===== src/rtl/bus_cycle_gen_if.sv =====
// Request/response and system-bus signal bundle for the bus cycle initiator.
// master: the initiator itself. slave: whoever issues requests and models the bus.
interface bus_cycle_gen_if;
  logic        req;
  logic        req_we;
  logic        req_iom;
  logic        req_inta;
  logic [19:0] req_addr;
  logic [7:0]  req_wdata;
  logic        ack;
  logic        err;
  logic [7:0]  rdata;
  logic        busy;
  logic [19:0] bus_addr;
  logic        bus_iom;
  logic        bus_rd_n;
  logic        bus_wr_n;
  logic        bus_inta_n;
  logic [7:0]  bus_dout;
  logic [7:0]  bus_din;
  logic        bus_ready;

  modport master (
    input  req, req_we, req_iom, req_inta, req_addr, req_wdata, bus_din, bus_ready,
    output ack, err, rdata, busy, bus_addr, bus_iom, bus_rd_n, bus_wr_n, bus_inta_n, bus_dout
  );

  modport slave (
    output req, req_we, req_iom, req_inta, req_addr, req_wdata, bus_din, bus_ready,
    input  ack, err, rdata, busy, bus_addr, bus_iom, bus_rd_n, bus_wr_n, bus_inta_n, bus_dout
  );
endinterface


===== src/rtl/bus_cycle_gen.sv =====
// 8088-style bus cycle initiator: turns one request into a T1..T4 cycle with
// forced and ready-driven wait states, timeout abort and the two-pulse INTA
// sequence. Every output is a register loaded from the next-state logic, so
// the value seen during a state was decided on the edge that entered it.
module bus_cycle_gen #(
  parameter int unsigned WAIT_STATES = 0,
  parameter int unsigned TIMEOUT     = 255
) (
  input logic             clk,
  input logic             rst_n,
  bus_cycle_gen_if.master bif
);

  localparam logic [3:0] WAIT_INIT = WAIT_STATES[3:0];
  localparam logic [7:0] TMO_LIMIT = TIMEOUT[7:0];

  typedef enum logic [2:0] {S_IDLE, S_T1, S_T2, S_T3, S_T4} state_t;

  state_t      state_q, state_d;
  logic        we_q, we_d;
  logic        inta_q, inta_d;
  logic        phase_q, phase_d;    // 1 while running the second INTA pulse
  logic [3:0]  wait_q, wait_d;
  logic [7:0]  tmo_q, tmo_d, tmo_inc;
  logic        ack_q, ack_d;
  logic        err_q, err_d;
  logic [7:0]  rdata_q, rdata_d;
  logic        busy_q, busy_d;
  logic [19:0] addr_q, addr_d;      // doubles as the address latch
  logic        iom_q, iom_d;
  logic [7:0]  dout_q, dout_d;
  logic        rd_n_q, rd_n_d;
  logic        wr_n_q, wr_n_d;
  logic        inta_n_q, inta_n_d;
  logic        strobe_on;
  logic        done;

  // Next-state and next-output decode for the bus cycle sequencer
  always_comb begin
    state_d   = state_q;
    we_d      = we_q;
    inta_d    = inta_q;
    phase_d   = phase_q;
    wait_d    = wait_q;
    tmo_d     = tmo_q;
    tmo_inc   = tmo_q + 8'd1;
    ack_d     = 1'b0;
    err_d     = 1'b0;
    rdata_d   = rdata_q;
    addr_d    = addr_q;
    iom_d     = iom_q;
    dout_d    = dout_q;
    done      = (wait_q == 4'd0) && bif.bus_ready;

    case (state_q)
      S_IDLE: begin
        if (bif.req) begin
          // INTA overrides the direction and space selects
          state_d = S_T1;
          we_d    = bif.req_we & ~bif.req_inta;
          inta_d  = bif.req_inta;
          phase_d = 1'b0;
          addr_d  = bif.req_inta ? 20'h00000 : bif.req_addr;
          iom_d   = bif.req_inta | bif.req_iom;
          dout_d  = (bif.req_we & ~bif.req_inta) ? bif.req_wdata : 8'h00;
        end
      end
      S_T1: begin
        wait_d  = WAIT_INIT;
        tmo_d   = 8'd0;
        state_d = S_T2;
      end
      S_T2: begin
        state_d = S_T3;
      end
      S_T3: begin
        tmo_d = tmo_inc;
        if (done) begin
          state_d = S_T4;
          // The first INTA pulse completes silently and its data is dropped
          if (!inta_q || phase_q) begin
            ack_d = 1'b1;
            if (!we_q) begin
              rdata_d = bif.bus_din;
            end
          end
        end else begin
          if (wait_q != 4'd0) begin
            wait_d = wait_q - 4'd1;
          end
          // Completion wins over abort when both land on the last cycle
          if (tmo_inc == TMO_LIMIT) begin
            state_d = S_T4;
            ack_d   = 1'b1;
            err_d   = 1'b1;
            rdata_d = 8'hFF;
          end
        end
      end
      S_T4: begin
        // ack is already showing if this was the final cycle of the request
        if (ack_q) begin
          state_d = S_IDLE;
        end else begin
          state_d = S_T1;
          phase_d = 1'b1;
        end
      end
      default: begin
        state_d = S_IDLE;
      end
    endcase

    // Strobes are low during T2 and T3/TW of the state being entered
    strobe_on = (state_d == S_T2) || (state_d == S_T3);
    rd_n_d    = ~(strobe_on & ~we_q & ~inta_q);
    wr_n_d    = ~(strobe_on & we_q);
    inta_n_d  = ~(strobe_on & inta_q);
    busy_d    = (state_d != S_IDLE);
  end

  // State and output registers with synchronous active-low reset
  always_ff @(posedge clk) begin
    if (!rst_n) begin
      state_q  <= S_IDLE;
      we_q     <= 1'b0;
      inta_q   <= 1'b0;
      phase_q  <= 1'b0;
      wait_q   <= 4'd0;
      tmo_q    <= 8'd0;
      ack_q    <= 1'b0;
      err_q    <= 1'b0;
      rdata_q  <= 8'h00;
      busy_q   <= 1'b0;
      addr_q   <= 20'h00000;
      iom_q    <= 1'b0;
      dout_q   <= 8'h00;
      rd_n_q   <= 1'b1;
      wr_n_q   <= 1'b1;
      inta_n_q <= 1'b1;
    end else begin
      state_q  <= state_d;
      we_q     <= we_d;
      inta_q   <= inta_d;
      phase_q  <= phase_d;
      wait_q   <= wait_d;
      tmo_q    <= tmo_d;
      ack_q    <= ack_d;
      err_q    <= err_d;
      rdata_q  <= rdata_d;
      busy_q   <= busy_d;
      addr_q   <= addr_d;
      iom_q    <= iom_d;
      dout_q   <= dout_d;
      rd_n_q   <= rd_n_d;
      wr_n_q   <= wr_n_d;
      inta_n_q <= inta_n_d;
    end
  end

  assign bif.ack        = ack_q;
  assign bif.err        = err_q;
  assign bif.rdata      = rdata_q;
  assign bif.busy       = busy_q;
  assign bif.bus_addr   = addr_q;
  assign bif.bus_iom    = iom_q;
  assign bif.bus_dout   = dout_q;
  assign bif.bus_rd_n   = rd_n_q;
  assign bif.bus_wr_n   = wr_n_q;
  assign bif.bus_inta_n = inta_n_q;

endmodule


===== src/flat_wrapper.sv =====
// flat-port wrapper written by rule: the top's interface ports become plain ports
module bus_cycle_gen_flat 
#(
  parameter int unsigned WAIT_STATES = 0,
  parameter int unsigned TIMEOUT     = 255
)
  (clk, rst_n, bif_req, bif_req_we, bif_req_iom, bif_req_inta, bif_req_addr, bif_req_wdata, bif_bus_din, bif_bus_ready, bif_ack, bif_err, bif_rdata, bif_busy, bif_bus_addr, bif_bus_iom, bif_bus_rd_n, bif_bus_wr_n, bif_bus_inta_n, bif_bus_dout);
  bus_cycle_gen_if bif_i ();
  input logic clk;
  input logic rst_n;
  input wire logic [$bits(bif_i.req)-1:0] bif_req;
  input wire logic [$bits(bif_i.req_we)-1:0] bif_req_we;
  input wire logic [$bits(bif_i.req_iom)-1:0] bif_req_iom;
  input wire logic [$bits(bif_i.req_inta)-1:0] bif_req_inta;
  input wire logic [$bits(bif_i.req_addr)-1:0] bif_req_addr;
  input wire logic [$bits(bif_i.req_wdata)-1:0] bif_req_wdata;
  input wire logic [$bits(bif_i.bus_din)-1:0] bif_bus_din;
  input wire logic [$bits(bif_i.bus_ready)-1:0] bif_bus_ready;
  output wire logic [$bits(bif_i.ack)-1:0] bif_ack;
  output wire logic [$bits(bif_i.err)-1:0] bif_err;
  output wire logic [$bits(bif_i.rdata)-1:0] bif_rdata;
  output wire logic [$bits(bif_i.busy)-1:0] bif_busy;
  output wire logic [$bits(bif_i.bus_addr)-1:0] bif_bus_addr;
  output wire logic [$bits(bif_i.bus_iom)-1:0] bif_bus_iom;
  output wire logic [$bits(bif_i.bus_rd_n)-1:0] bif_bus_rd_n;
  output wire logic [$bits(bif_i.bus_wr_n)-1:0] bif_bus_wr_n;
  output wire logic [$bits(bif_i.bus_inta_n)-1:0] bif_bus_inta_n;
  output wire logic [$bits(bif_i.bus_dout)-1:0] bif_bus_dout;
  assign bif_i.req = bif_req;
  assign bif_i.req_we = bif_req_we;
  assign bif_i.req_iom = bif_req_iom;
  assign bif_i.req_inta = bif_req_inta;
  assign bif_i.req_addr = bif_req_addr;
  assign bif_i.req_wdata = bif_req_wdata;
  assign bif_i.bus_din = bif_bus_din;
  assign bif_i.bus_ready = bif_bus_ready;
  assign bif_ack = bif_i.ack;
  assign bif_err = bif_i.err;
  assign bif_rdata = bif_i.rdata;
  assign bif_busy = bif_i.busy;
  assign bif_bus_addr = bif_i.bus_addr;
  assign bif_bus_iom = bif_i.bus_iom;
  assign bif_bus_rd_n = bif_i.bus_rd_n;
  assign bif_bus_wr_n = bif_i.bus_wr_n;
  assign bif_bus_inta_n = bif_i.bus_inta_n;
  assign bif_bus_dout = bif_i.bus_dout;
  bus_cycle_gen #(.WAIT_STATES(WAIT_STATES), .TIMEOUT(TIMEOUT)) u_core (.clk(clk), .rst_n(rst_n), .bif(bif_i));
endmodule

===== config.mk =====
export PLATFORM = sky130hd
export DESIGN_NAME = bus_cycle_gen_flat
export DESIGN_NICKNAME = d
export VERILOG_FILES = /design/src/rtl/bus_cycle_gen_if.sv /design/src/rtl/bus_cycle_gen.sv /design/src/flat_wrapper.sv
export SDC_FILE = /design/constraint.sdc
export NUM_CORES = 1
export LEC_CHECK = 0
export BUFFER_PORTS_ARGS = -buffer_cell sky130_fd_sc_hd__clkbuf_2
export CAP_MARGIN = 20
export CORE_MARGIN = 5
export CORE_UTILIZATION = 54
export CTS_CLUSTER_DIAMETER = 60
export CTS_CLUSTER_SIZE = 25
export DETAILED_ROUTE_END_ITERATION = 6
export PLACE_DENSITY = 0.84
export SLEW_MARGIN = 20
export SYNTH_ARGS = -nofsm -noshare
export SYNTH_HDL_FRONTEND = slang
export SYNTH_SLANG_ARGS = --single-unit

===== constraint.sdc =====
create_clock -name clk -period 3.3 [get_ports clk]
set_input_delay 0.165 -clock clk [delete_from_list [all_inputs] [get_ports clk]]
set_output_delay 0.165 -clock clk [all_outputs]
set_load 0.005 [all_outputs]

== Word level (Yosys, flattened, before mapping) ==
Index checks and enable logic that the tools add are counted.

* Output and inout bits: 43
* Register bits after elaboration: 61
* Input port bits: 43
* Logic and storage cells: 83

* Equal/unequal tests: 13
* Reductions and logical operators: 17
* Mux-type cells: 21
* $add $sub $neg: 2
* Bitwise logic cells: 14

{| class="wikitable"
|+ Operators with widths
! cell !! count
|-
| $mux W8 || 5
|-
| $mux W20 || 1
|-
| $pmux W8 S2 || 1
|-
| $pmux W3 S5 || 1
|-
| $eq A3 B2 Y1 const B || 4
|-
| $ne A2 B2 Y1 const B || 5
|-
| $mux W3 || 3
|-
| $add A8 B1 Y8 const B || 1
|-
| $eq A8 B8 Y1 const B || 1
|-
| $mux W4 || 2
|-
| $not A1 Y1 || 8
|-
| $pmux W4 S2 || 1
|-
| $mux W1 || 6
|-
| $reduce_and A3 Y1 || 2
|-
| $reduce_bool A2 Y1 || 3
|-
| $and A1 B1 Y1 || 5
|-
| $logic_not A4 Y1 || 1
|-
| $reduce_and A2 Y1 || 2
|-
| $reduce_and A4 Y1 || 1
|-
| $reduce_bool A4 Y1 || 1
|-
| $sub A4 B1 Y4 const B || 1
|-
| $eq A3 B1 Y1 const B || 1
|-
| $eq A3 B3 Y1 const B || 1
|-
| $logic_not A3 Y1 || 1
|-
| other kinds (8) || 9
|}

== Logic depth before layout (Yosys ltp) ==
Gate-level depths: netlist of the first run.

* Depth in word-level cells: 10
* Gate-level depth with buffers: 8
* Depth with buffers taken out: 7

== Worst setup path before layout of the first run ==
OpenSTA, ideal clock, no wires.

* Kind: reg-to-reg
* Start: reg u_core.wait_q[0]
* End: reg u_core.rdata_q[0], in the netlist u_core.bif.rdata[0]
* Setup time: 0.122 ns
* Path slack: 1.438 ns
* Required time: 3.178 ns
* Data arrival time: 1.741 ns
* Cell stages (with the launch flop): 9
* Path through: dfxtp_1 -> inv_1 -> ha_1 -> nor3b_2 -> nand2_1 -> or4_4 -> buf_6 -> o221ai_1 -> a21oi_1

* Longest elaborated chain between the ends: 4
* Elaborated cells on any way between the ends: 7

{| class="wikitable"
|+ RTL lines
! what !! RTL line !! text
|-
| from (decl) || bus_cycle_gen.sv:23 || <nowiki>logic [3:0] wait_q, wait_d;</nowiki>
|-
| from (signal assigned) || bus_cycle_gen.sv:146 || <nowiki>wait_q <= wait_d;</nowiki>
|-
| $logic_not A4 Y1 * || bus_cycle_gen.sv:53 || <nowiki>done = (wait_q == 4'd0) && bif.bus_ready;</nowiki>
|-
| $logic_and A1 B1 Y1 * || bus_cycle_gen.sv:53 ||
|-
| $ne A2 B2 Y1 (no line) / $reduce_bool A2 Y1 (equally long branches) || - ||
|-
| $reduce_and A4 Y1 (no line) || - ||
|-
| to (signal assigned) || bus_cycle_gen.sv:150 || <nowiki>rdata_q <= rdata_d;</nowiki>
|-
| to (decl) || bus_cycle_gen.sv:27 || <nowiki>logic [7:0] rdata_q, rdata_d;</nowiki>
|}

Mark *: on every way between the ends. The rest lies on a longest branch, timed or not.
A chain may end at the register's enable or synchronous reset.

== Worst setup path after layout of the first run ==
* Start: reg u_core.state_q[1]
* End: reg u_core.rdata_q[1], in the netlist u_core.bif.rdata[1]

* Longest elaborated chain between the ends: 2

{| class="wikitable"
|+ RTL lines
! what !! RTL line !! text
|-
| from (decl) || bus_cycle_gen.sv:19 || <nowiki>state_t state_q, state_d;</nowiki>
|-
| from (signal assigned) || bus_cycle_gen.sv:142 || <nowiki>state_q <= state_d;</nowiki>
|-
| $eq A3 B2 Y1 || bus_cycle_gen.sv:55 || <nowiki>case (state_q)</nowiki>
|-
| $reduce_and A4 Y1 (no line) || - ||
|}

No other way between the ends.

==> impl_results.md, run 1 <==
- Overall die width: 79.7 µm
- Worst-case clock skew: 0.00485 ns
- Starting utilization of the core area: about 56%
- Number of antenna violations at the first check in global routing: 0
- Transition time of the tightest slew-check pin: 0.835 ns
- Clock Tree Root: sky130_fd_sc_hd__clkbuf_8
- Post-Syn Area per Cell: 8.42 µm²
- Count of instances resized after the clock tree is built: 0
- Setup crit start: u_core.state_q[1]$_SDFF_PN0_
- Maximum VDD drop: 0.000525 V
- HPWL reported at the end of detailed placement: 4.37 mm
- Data required time at the worst endpoint: 3.52 ns
- Number of cell instances on the worst register-to-register path: 5
- Iteration-0 DRC count of the detailed router: about 120
- Worst path top cell family by delay: simple AND/OR/NAND/NOR gates
- Overall power consumption: roughly 1.6 mW
- Max-cap check violation count: 0
- Routed vias: approximately 2500
- Cell variety after synth: 42
- Clock input transition at the sequential cells of the worst setup and hold paths: 0.07 ns
- Later-pin clock latency in the skew report: 0.33 ns
- Sinks on Clock Net: 61
- Area of the core region: 4720 µm²
- Crit Path Max Fanout: 12
- Startpoint type of the worst setup path: register
- Final WL: 6.10 mm
- TritonCTS clock tree: done
- CTS Buf Count: 9
- Outcome: finished, final reports clean
- Number of antenna repair diodes: 0
- Placement row count: 25
- Class of the worst hold path: input pin to register
- Capture point of the worst path: u_core.bif.rdata[1]$_SDFFE_PN0P_
- Final-stage net count: 434
- Mapped Cells: between 300 and 400
- Number of flops mapped to enable cells by yosys: 0
- Fin. Hold Viols: 0
- Combined buffer and inverter count along the critical path: 1
- FF+latch count, synth: 61
- Number of buffers added on ports: 85
- Yosys top cell area share: 46.5%
- Series of cell instances along the critical path: inv_1, or2_1, or4_4, o221ai_1, a21oi_1
- Hold buffers post-CTS: 0
- Post-synth net total: 358
- Max Transition Viols Final: 0
- Most frequent cells after synthesis: 61 x sky130_fd_sc_hd__dfxtp_1, 51 x sky130_fd_sc_hd__a21oi_1, 45 x sky130_fd_sc_hd__nand2_1, 28 x sky130_fd_sc_hd__nor2_1, 20 x sky130_fd_sc_hd__nand3b_1
- Slew Limit Headroom: 43.9%
- Start-to-end type of the worst setup path: register to register
- I/O pins: between 80 and 90
- Maximum number of pins on one net before global-route repair: 47
- Die outline height: 79.7 µm
- Average wire per standard cell: about 13 µm
- Post-synthesis instance area: 2630 µm²
- Overall die area: 6360 µm²
- Antenna Nets Post-Route: 0
- Share of the clock period used by the worst path: 64.2%
- Overall overflow remaining after global route: 0
- Layout cells sized above 1: 29.3%
- Sequential area share after synthesis: a little under half
- Critical path capture point type: register
- Launch point of the worst reg-to-reg path: u_core.state_q[1]$_SDFF_PN0_
- RD Place Congestion: 0.820
- Critical register-to-register path endpoint: u_core.bif.rdata[1]$_SDFFE_PN0P_
- Post-CTS Repair Setup Buffers: 0
- Most common flop cell mapped by yosys: sky130_fd_sc_hd__dfxtp_1
- Pre-CTS setup slack: approximately 1.2 ns
- Most common cell in the synthesized netlist: sky130_fd_sc_hd__dfxtp_1
- Worst path slowest cell: sky130_fd_sc_hd__or4_4
- Area Growth Syn to Fin: 23.8%
- Share of flip-flops with an asynchronous set or reset after synthesis: 0%
- Vias in the first global route: 2373
- Top area cells in the synthesized netlist: sky130_fd_sc_hd__dfxtp_1 46%, sky130_fd_sc_hd__a21oi_1 9.7%, sky130_fd_sc_hd__nand2_1 6.4%
- Routed vias/inst: 5.36
- Total power divided by cell area: 507 nW/µm²
- Number of synthesis warnings: 0
- Total negative setup slack: 0 ns
- Min Tclk post-route: 2.12 ns
- Highest clock frequency the design can meet: between 400 and 500 MHz
- Number of iterations in the first detailed-routing pass: 4
- Cell taking the most area after synthesis: sky130_fd_sc_hd__dfxtp_1
- First-pass GRT wire length: 10.1 mm
- Setup WS post-layout: roughly 1.2 ns
- Depth of the critical timing path with buffers and inverters included: 5
- DRC violation count after routing: 0
- Reported leakage power: 1.28 nW
- CTS H-tree lvls: 3
- Total GRT Usage: roughly 20%
- R2R Setup Slk: 1.18 ns
- Endpoints failing setup: 0
- CTS Buffer Depth: 2
- Worst stage delay on the critical path: 0.60 ns
- Data arrival, critical path: 2.34 ns
- Unrepaired setup endpoints after global routing: no
==> power by group <==
group	switching, mW	internal [mW]
Combinational	0.0988	0.0670
Sequential	0.0187	0.761
Clock	0.282	0.422
==> sequential cells by signal (all words and copies together) (netlist names), 3 cells and up <==
signal               count
u_core.bif.bus_addr     20
u_core.bif.bus_dout      8
u_core.bif.rdata         8
u_core.state_q           3
u_core.tmo_q             8
u_core.wait_q            4
==> kinds of logic after synthesis <==
family          count (synthesis)  share of synthesized area, %
buf+inv                        26                          4.57
xor+xnor                        1                         0.334
simple gates                  135                          26.3
flops                          61                          46.5
mux                             1                         0.429
compound gates                 85                          20.4
fa+ha+maj                       3                          1.43
==> routing by layer <==
layer / routed length, µm / vias to the layer above / GRT usage, %
met5: 0 / - / 0
met2: 2800 / 95 / 33.7
met1: 2580 / 1117 / 22.6
met3: 609 / 10 / 7.22
li1: - / 1245 / -
met4: 108 / 0 / 9.12
==> cells in the final DEF, fill, tap and decap left out, drive strengths merged, types with 2 or more instances in the layout <==
cell type / n
clkinv: 3
nand3: 13
a21o: 4
bufinv: 2
nand3b: 20
or2: 2
o21a: 2
nor2b: 3
o21ai: 8
inv: 5
nor3: 11
o221ai: 8
ha: 3
o211ai: 3
nand2: 45
o31ai: 2
a21oi: 51
dfxtp: 61
nand2b: 3
nor2: 28
a21boi: 2
clkbuf: 96
or3: 4
==> through the flow <==
| stage | util, % | cells | hold slack, ns | area, µm² |
|---|---|---|---|---|
| 3_5_place_dp | 64.5 | 444 | 0.403 | 3040 |
| 3_3_place_gp | 64.5 | 444 | 0.405 | 3040 |
| 6_report | 68.8 | 460 | 0.0615 | 3250 |
| 5_1_grt | 68.8 | 460 | 0.0609 | 3250 |
| 4_1_cts | 68.8 | 460 | 0.0490 | 3250 |
| 2_1_floorplan | - | 312 | 0.278 | 2630 |
==> final cells by class <==
cell class | count | area [µm²]
clock buffers | 11 | 131
clock inverters | 5 | 75.1
fillers | 397 | 1470
inverters | 5 | 18.8
multi-input cells | 225 | 1290
flip-flops and latches | 61 | 1220
well taps | 67 | 83.8
repair buffers | 86 | 433
==> how the worst min path moves through the flow <==
stage,endpoint,cells past startpoint,startpoint
2_1_floorplan,u_core.bif.ack$_SDFF_PN0_,1,bif_bus_ready
3_3_place_gp,u_core.bif.bus_dout[1]$_SDFFE_PN0P_,3,bif_req_wdata[1]
3_5_place_dp,u_core.bif.ack$_SDFF_PN0_,2,bif_bus_ready
4_1_cts,u_core.bif.ack$_SDFF_PN0_,2,bif_bus_ready
5_1_grt,u_core.bif.ack$_SDFF_PN0_,2,bif_bus_ready
6_report,u_core.bif.ack$_SDFF_PN0_,2,bif_bus_ready
No activity file was read; power rests on OpenSTA's default activity.
==> inputs of run 2 (changes only) <==
--- a/config.mk
+++ b/config.mk
@@ -5,14 +5,15 @@
 export SDC_FILE = /design/constraint.sdc
 export NUM_CORES = 1
 export LEC_CHECK = 0
+export ABC_AREA = 1
 export BUFFER_PORTS_ARGS = -buffer_cell sky130_fd_sc_hd__clkbuf_2
 export CAP_MARGIN = 20
 export CORE_MARGIN = 5
-export CORE_UTILIZATION = 54
+export CORE_UTILIZATION = 44
 export CTS_CLUSTER_DIAMETER = 60
 export CTS_CLUSTER_SIZE = 25
 export DETAILED_ROUTE_END_ITERATION = 6
-export PLACE_DENSITY = 0.84
+export PLACE_DENSITY = 0.75
 export SLEW_MARGIN = 20
 export SYNTH_ARGS = -nofsm -noshare
 export SYNTH_HDL_FRONTEND = slang
==> constraint.sdc (replaced) <==
create_clock -name clk -period 1.9 [get_ports clk]
set_input_delay 0.095 -clock clk [delete_from_list [all_inputs] [get_ports clk]]
set_output_delay 0.095 -clock clk [all_outputs]
set_load 0.005 [all_outputs]
==> impl_results.md, run 2 <==
- Most common flop cell mapped by yosys: sky130_fd_sc_hd__dfxtp_1
- Area of the core region: between 5000 and 6000 µm²
- HPWL reported at the end of detailed placement: ~4.2 mm
- Setup crit start: u_core.tmo_q[1]$_SDFFE_PN0P_
- Number of antenna repair diodes: 0
- Worst-case clock skew: 0.00417 ns
- Mapped Cells: between 300 and 400
- Slew Limit Headroom: 71.4%
- Transition time of the tightest slew-check pin: 0.425 ns
- I/O pins: 86
- Top metal layer carrying routed signals: met4
- Number of iterations in the first detailed-routing pass: 5
- Startpoint type of the worst setup path: register
- Count of instances resized after the clock tree is built: 0
- Unrepaired setup endpoints after global routing: no
- Starting utilization of the core area: ~45%
- Area Growth Syn to Fin: 34.3%
- Total power divided by cell area: 917 nW/µm²
- Data required time at the worst endpoint: 2.15 ns
- Source of the worst hold timing path: bif_req_addr[10]
- RD Place Congestion: 0.837
- Met2 wirelength from detailed routing: 2.80 mm
- First-pass GRT wire length: 9.94 mm
- Most common cell in the synthesized netlist: sky130_fd_sc_hd__dfxtp_1
- Class of the worst hold path: input pin to register
- FF+latch count, synth: 61
- Cell variety after synth: 30
- Number of antenna violations at the first check in global routing: 0
- Yosys top cell area share: 50.0%
- Cell taking the most area after synthesis: sky130_fd_sc_hd__dfxtp_1
- Routed vias: 2291
- Max Transition Viols Final: 0
- Clock Tree Root: sky130_fd_sc_hd__clkbuf_8
- Overall die width: 84.5 µm
- Die outline height: 84.5 µm
- Share of the clock period used by the worst path: 85.6%
- Placement row count: 27
- CTS H-tree lvls: 3
- Met3 layer wire length in the routed design: 395 µm
- Critical path capture point type: register
- Number of buffers added on ports: 85
- Start-to-end type of the worst setup path: register to register
- Crit Path Max Fanout: 8
- Clock input transition at the sequential cells of the worst setup and hold paths: 0.07 ns
- Routed vias/inst: 4.78
- CTS Buffer Depth: 2
- Top area cells in the synthesized netlist: sky130_fd_sc_hd__dfxtp_1 50%, sky130_fd_sc_hd__a22oi_1 5.8%, sky130_fd_sc_hd__inv_1 5.4%
- Outcome: finished, final reports clean
- Iteration-0 DRC count of the detailed router: about 110
- DRC violation count after routing: 0
- Overall overflow remaining after global route: 0
- Post-synth net total: 347
- Max-cap check violation count: 0
- TritonCTS clock tree: done
- Maximum VDD drop: between 0.0005 and 0.0006 V
- Number of synthesis warnings: 0
- Post-layout util: 60.3%
- Maximum number of pins on one net before global-route repair: 34
- Total negative setup slack: 0 ns
- Reported leakage power: 1.47 nW
- Launch point of the worst reg-to-reg path: u_core.tmo_q[1]$_SDFFE_PN0P_
- Overall die area: just over 7000 µm²
- Sinks on Clock Net: 61
- M1 wire length: 2.51 mm
- Max reg flops: 20
- Post-synthesis instance area: 2440 µm²
- Later-pin clock latency in the skew report: between 0.3 and 0.4 ns
- Final-stage net count: around 450
- Data arrival, critical path: 1.88 ns
- Most frequent cells after synthesis: 61 x sky130_fd_sc_hd__dfxtp_1, 35 x sky130_fd_sc_hd__inv_1, 35 x sky130_fd_sc_hd__nand2_1, 35 x sky130_fd_sc_hd__nor2_1, 25 x sky130_fd_sc_hd__nand3_1
- Leading cell types in the layout, fill and taps excluded: 85 x sky130_fd_sc_hd__clkbuf_2, 61 x sky130_fd_sc_hd__dfxtp_1, 35 x sky130_fd_sc_hd__inv_1, 35 x sky130_fd_sc_hd__nand2_1, 35 x sky130_fd_sc_hd__nor2_1
- CTS Buf Count: 9
- Total GRT Usage: about 17%
- Number of flops mapped to enable cells by yosys: 0
- Vias in the first global route: 2241
- Final WL: around 5.8 mm
- Fin. Hold Viols: 0
- Average wire per standard cell: roughly 12 µm
- Layout cells sized above 1: 31.9%
- Count of filler cells inserted in the layout: 529
- Antenna Nets Post-Route: 0
- Endpoints failing setup: 0
- Sequential area share after synthesis: approximately 50%
- Min Tclk post-route: approximately 1.6 ns
- Post-Syn Area per Cell: 8.11 µm²
- Most common cell after layout, fill and taps aside: sky130_fd_sc_hd__clkbuf_2
- Highest clock frequency the design can meet: 615 MHz
- Share of flip-flops with an asynchronous set or reset after synthesis: 0%
-- run 2: metrics by stage --
stage | power (mW) | cell area, µm² | hold slack (ns) | worst slack, ns | instances
2_1_floorplan | 1.58 | 2440 | 0.239 | 0.469 | 301
3_3_place_gp | 1.70 | 2940 | 0.329 | 0.275 | 452
3_5_place_dp | 1.71 | 2940 | 0.338 | 0.228 | 452
4_1_cts | 3.03 | 3260 | 0.00117 | 0.186 | 477
5_1_grt | 3.16 | 3280 | 0.00522 | 0.0808 | 479
6_report | 3.01 | 3280 | 0.00449 | 0.273 | 479
-- run 2: power breakdown --
group          switching (mW)  leakage (nW)  internal [mW]  total (mW)
sequential             0.0354         0.495           1.33        1.37
clock                   0.501         0.116          0.812        1.31
combinational           0.184         0.857          0.142       0.325
total                   0.720          1.47           2.29        3.01
-- run 2: timing repair --
| action | 4_1_cts | 5_1_grt |
|---|---|---|
| setup endpoints to repair | 0 | 2 |
| buffers inserted | 0 | 2 |
| hold buffers | 9 | 0 |
| endpoints found under the hold margin | 9 | 0 |
-- run 2: path summary, 6_finish.rpt --
check                                                             to  slack [ns]  cells past startpoint
worst min register to register      u_core.bif.bus_inta_n$_SDFF_PN1_        0.43                      1
worst min-delay path            u_core.bif.bus_addr[10]$_SDFFE_PN0P_       0.004                      3
worst max-delay path                u_core.bif.rdata[1]$_SDFFE_PN0P_        0.27                      9
worst max register to register      u_core.bif.rdata[1]$_SDFFE_PN0P_        0.27                      9
-- run 2: worst max-delay path, stage by stage (launching register included) --
cell                       delay (ns)
sky130_fd_sc_hd__dfxtp_1         0.41
sky130_fd_sc_hd__ha_1            0.26
sky130_fd_sc_hd__nand3_2         0.12
sky130_fd_sc_hd__o21bai_2        0.16
sky130_fd_sc_hd__nand2_1         0.08
sky130_fd_sc_hd__nor2_1          0.13
sky130_fd_sc_hd__nand2_2         0.09
sky130_fd_sc_hd__nand2_4         0.09
sky130_fd_sc_hd__nand2_4         0.09
sky130_fd_sc_hd__a21oi_1         0.14
-- run 2: cell type report --
type	count	area [µm²]	share of cell area (%)
Sequential cell	61	1220	37.2
Tap cell	72	90.1	2.75
Clock buffer	11	151	4.62
Inverter	40	150	4.58
Timing Repair Buffer	101	568	17.3
Clock inverter	5	81.3	2.48
Multi-Input combinational cell	189	1020	31.0
-- run 2: kinds of logic after synthesis --
logic type                 synth area share, %
AOI/OAI and AO/OA                         16.2
xor gates and xnor gates                 0.359
DFF                                       50.0
buffers and inverters                     8.35
adders and majority gates                 1.54
and+or+nand+nor                           23.6
-- run 2: layer usage --
metal | up-vias | global-route usage [%]
met4 | 0 | 7.34
met3 | 4 | 4.61
li1 | 1196 | -
met2 | 72 | 27.7
met5 | - | 0
met1 | 1019 | 21.1
==> inputs of run 3 (changes only) <==
--- a/config.mk
+++ b/config.mk
@@ -13,7 +13,8 @@
 export CTS_CLUSTER_DIAMETER = 60
 export CTS_CLUSTER_SIZE = 25
 export DETAILED_ROUTE_END_ITERATION = 6
-export PLACE_DENSITY = 0.75
+export PLACE_DENSITY = 0.74
+export SETUP_SLACK_MARGIN = 0.5
 export SLEW_MARGIN = 20
 export SYNTH_ARGS = -nofsm -noshare
 export SYNTH_HDL_FRONTEND = slang
==> impl_results.md, run 3 (synthesis results as in run 2) <==
- Outcome: finished, final reports clean
- Overall power consumption: 3.16 mW
- Critical register-to-register path endpoint: u_core.bif.rdata[4]$_SDFFE_PN0P_
- Total GRT Usage: between 10% and 20%
- I/O pins: 86
- Layout cells sized above 1: 39.4%
- Data arrival, critical path: 1.75 ns
- Count of placed standard cells including taps: roughly 450
- Number of cell instances on the worst register-to-register path: 10
- Highest clock frequency the design can meet: 673 MHz
- Class of the worst hold path: input pin to register
- Final WL: 6.52 mm
- Number of antenna violations at the first check in global routing: 0
- Crit Path Max Fanout: 8
- Number of iterations in the first detailed-routing pass: 4
- Data required time at the worst endpoint: 2.16 ns
- DRC violation count after routing: 0
- Total power divided by cell area: 870 nW/µm²
- Sinks on Clock Net: 61
- Hold_ws: 0.00157 ns
- Total negative setup slack: 0 ns
- Start-to-end type of the worst setup path: register to register
- Routed vias/inst: just under 5
- Iteration-0 DRC count of the detailed router: 98
- Count of filler cells inserted in the layout: 439
- Area Growth Syn to Fin: 48.6%
- Max reg flops: 20
- Number of antenna repair diodes: 0
- Setup crit start: u_core.tmo_q[0]$_SDFFE_PN0P_
- Routed vias: between 2000 and 2500
- Clock Tree Root: sky130_fd_sc_hd__clkbuf_8
- Overall die area: 7140 µm²
- Max Transition Viols Final: 0
- Leading cell types in the layout, fill and taps excluded: 85 x sky130_fd_sc_hd__clkbuf_2, 54 x sky130_fd_sc_hd__dfxtp_1, 32 x sky130_fd_sc_hd__nor2_1
- Vias in the first global route: ~2400
- Endpoints failing setup: 0
- CTS Buffer Depth: 2
- Maximum VDD drop: 0.000556 V
- Worst-case clock skew: 0.00682 ns
- TritonCTS clock tree: done
- Average wire per standard cell: 13.1 µm
- Number of buffers added on ports: 85
- Slew Limit Headroom: between 60% and 70%
- CTS H-tree lvls: 3
- Reported leakage power: 1.58 nW
- Unrepaired setup endpoints after global routing: yes
- Placement row count: 27
- Maximum number of pins on one net before global-route repair: 34
- Capture point of the worst path: u_core.bif.rdata[4]$_SDFFE_PN0P_
- Startpoint type of the worst setup path: register
- Antenna Nets Post-Route: 0
- Min Tclk post-route: roughly 1.5 ns
- Fin. Hold Viols: 0
- Die outline height: 84.5 µm
- CTS Buf Count: 9
- Later-pin clock latency in the skew report: 0.34 ns
- Number of standard cells in the layout, taps in and fillers out: 498
- Share of the clock period used by the worst path: a little under 80%
- Most common cell after layout, fill and taps aside: sky130_fd_sc_hd__clkbuf_2
- Starting utilization of the core area: 44.9%
- Launch point of the worst reg-to-reg path: u_core.tmo_q[0]$_SDFFE_PN0P_
- Post-layout util: 66.7%
- Clock input transition at the sequential cells of the worst setup and hold paths: 0.07 ns
- First-pass GRT wire length: 10.7 mm
- Overall overflow remaining after global route: 0
- Max-cap check violation count: 0
- RD Place Congestion: 0.834
- Overall die width: 84.5 µm
- Area of the core region: 5440 µm²
- R2R Setup Slk: 0.41 ns
- Final-stage net count: ~470
- Critical path capture point type: register
- Transition time of the tightest slew-check pin: 0.471 ns
- HPWL reported at the end of detailed placement: around 4.2 mm
-- run 3: cell types whose count changed in the layout (fill, tap and decap cells not counted), moves of 4 or more --
| cell | before | now |
|---|---|---|
| sky130_fd_sc_hd__buf_4 | 7 | 12 |
| sky130_fd_sc_hd__nand2_1 | 35 | 31 |
| sky130_fd_sc_hd__o21ai_0 | 12 | 8 |
| sky130_fd_sc_hd__inv_1 | 35 | 31 |
| sky130_fd_sc_hd__a21oi_1 | 18 | 12 |
| sky130_fd_sc_hd__dfxtp_1 | 61 | 54 |
| sky130_fd_sc_hd__dfxtp_4 | 0 | 4 |
| sky130_fd_sc_hd__a21oi_2 | 0 | 6 |
| sky130_fd_sc_hd__dlygate4sd3_1 | 9 | 20 |
-- run 3: worst max-delay path: stages, from the launching register on --
cell	delay (ns)
sky130_fd_sc_hd__dfxtp_4	0.36
sky130_fd_sc_hd__ha_4	0.18
sky130_fd_sc_hd__nand2_1	0.09
sky130_fd_sc_hd__nand2_1	0.06
sky130_fd_sc_hd__nor2_1	0.08
sky130_fd_sc_hd__nand3_1	0.09
sky130_fd_sc_hd__nor2_2	0.12
sky130_fd_sc_hd__nand2_2	0.08
sky130_fd_sc_hd__nand2_4	0.12
sky130_fd_sc_hd__nand2_8	0.09
sky130_fd_sc_hd__a21oi_1	0.13
-- run 3: worst min path at each step --
stage | from | to | slack, ns | cells after the start
after floorplan | bif_req_addr[19] | u_core.bif.bus_addr[19]$_SDFFE_PN0P_ | 0.24 | 2
after global placement | bif_req_addr[14] | u_core.bif.bus_addr[14]$_SDFFE_PN0P_ | 0.33 | 3
after detailed placement | bif_req_addr[0] | u_core.bif.bus_addr[0]$_SDFFE_PN0P_ | 0.34 | 3
after CTS | bif_req_addr[5] | u_core.bif.bus_addr[5]$_SDFFE_PN0P_ | 0.0008 | 3
after global routing | bif_req_addr[12] | u_core.bif.bus_addr[12]$_SDFFE_PN0P_ | 0.003 | 3
final | bif_req_addr[12] | u_core.bif.bus_addr[12]$_SDFFE_PN0P_ | 0.002 | 3
-- run 3: cell type report --
type	count	area (µm²)	share of cell area (%)
flip-flops and latches	61	1240	34.2
multi-input cells	189	1150	31.7
repair buffers	120	753	20.8
inverters	40	155	4.27
clock buffers	12	145	4.00
clock inverters	4	95.1	2.62
well taps	72	90.1	2.48
-- run 3: layer usage --
| layer | track usage (%) | up-vias | part of all wire, % | wire, µm |
|---|---|---|---|---|
| li1 | - | 1237 | - | - |
| met1 | 20.6 | 1127 | 40 | 2630 |
| met2 | 31.5 | 77 | 51 | 3330 |
| met3 | 7.56 | 11 | 7.1 | 460 |
| met4 | 6.76 | 0 | 1.5 | 97 |
| met5 | 0 | - | 0 | 0 |
-- run 3: where the power goes --
group / switching [mW] / internal (mW) / total (mW)
registers: 0.0365 / 1.33 / 1.37
clock network: 0.485 / 0.906 / 1.39
logic: 0.219 / 0.181 / 0.400
total: 0.740 / 2.42 / 3.16
-- run 3: what timing repair did --
item                                   4_1_cts  5_1_grt
hold buffers                                20        0
gates cloned                                 0        0
setup buffers                                4        6
endpoints found under the hold margin       20        0
setup endpoints to repair                   29       55
gates resized for setup                     16       36
pin swaps                                    3       13
-- run 3: per-stage QoR --
stage                     instance area, µm²  setup WS [ns]
after floorplan                         2450          0.509
after global placement                  2950          0.363
after detailed placement                2950          0.307
after CTS                               3490          0.431
after global routing                    3630          0.326
final                                   3630          0.414
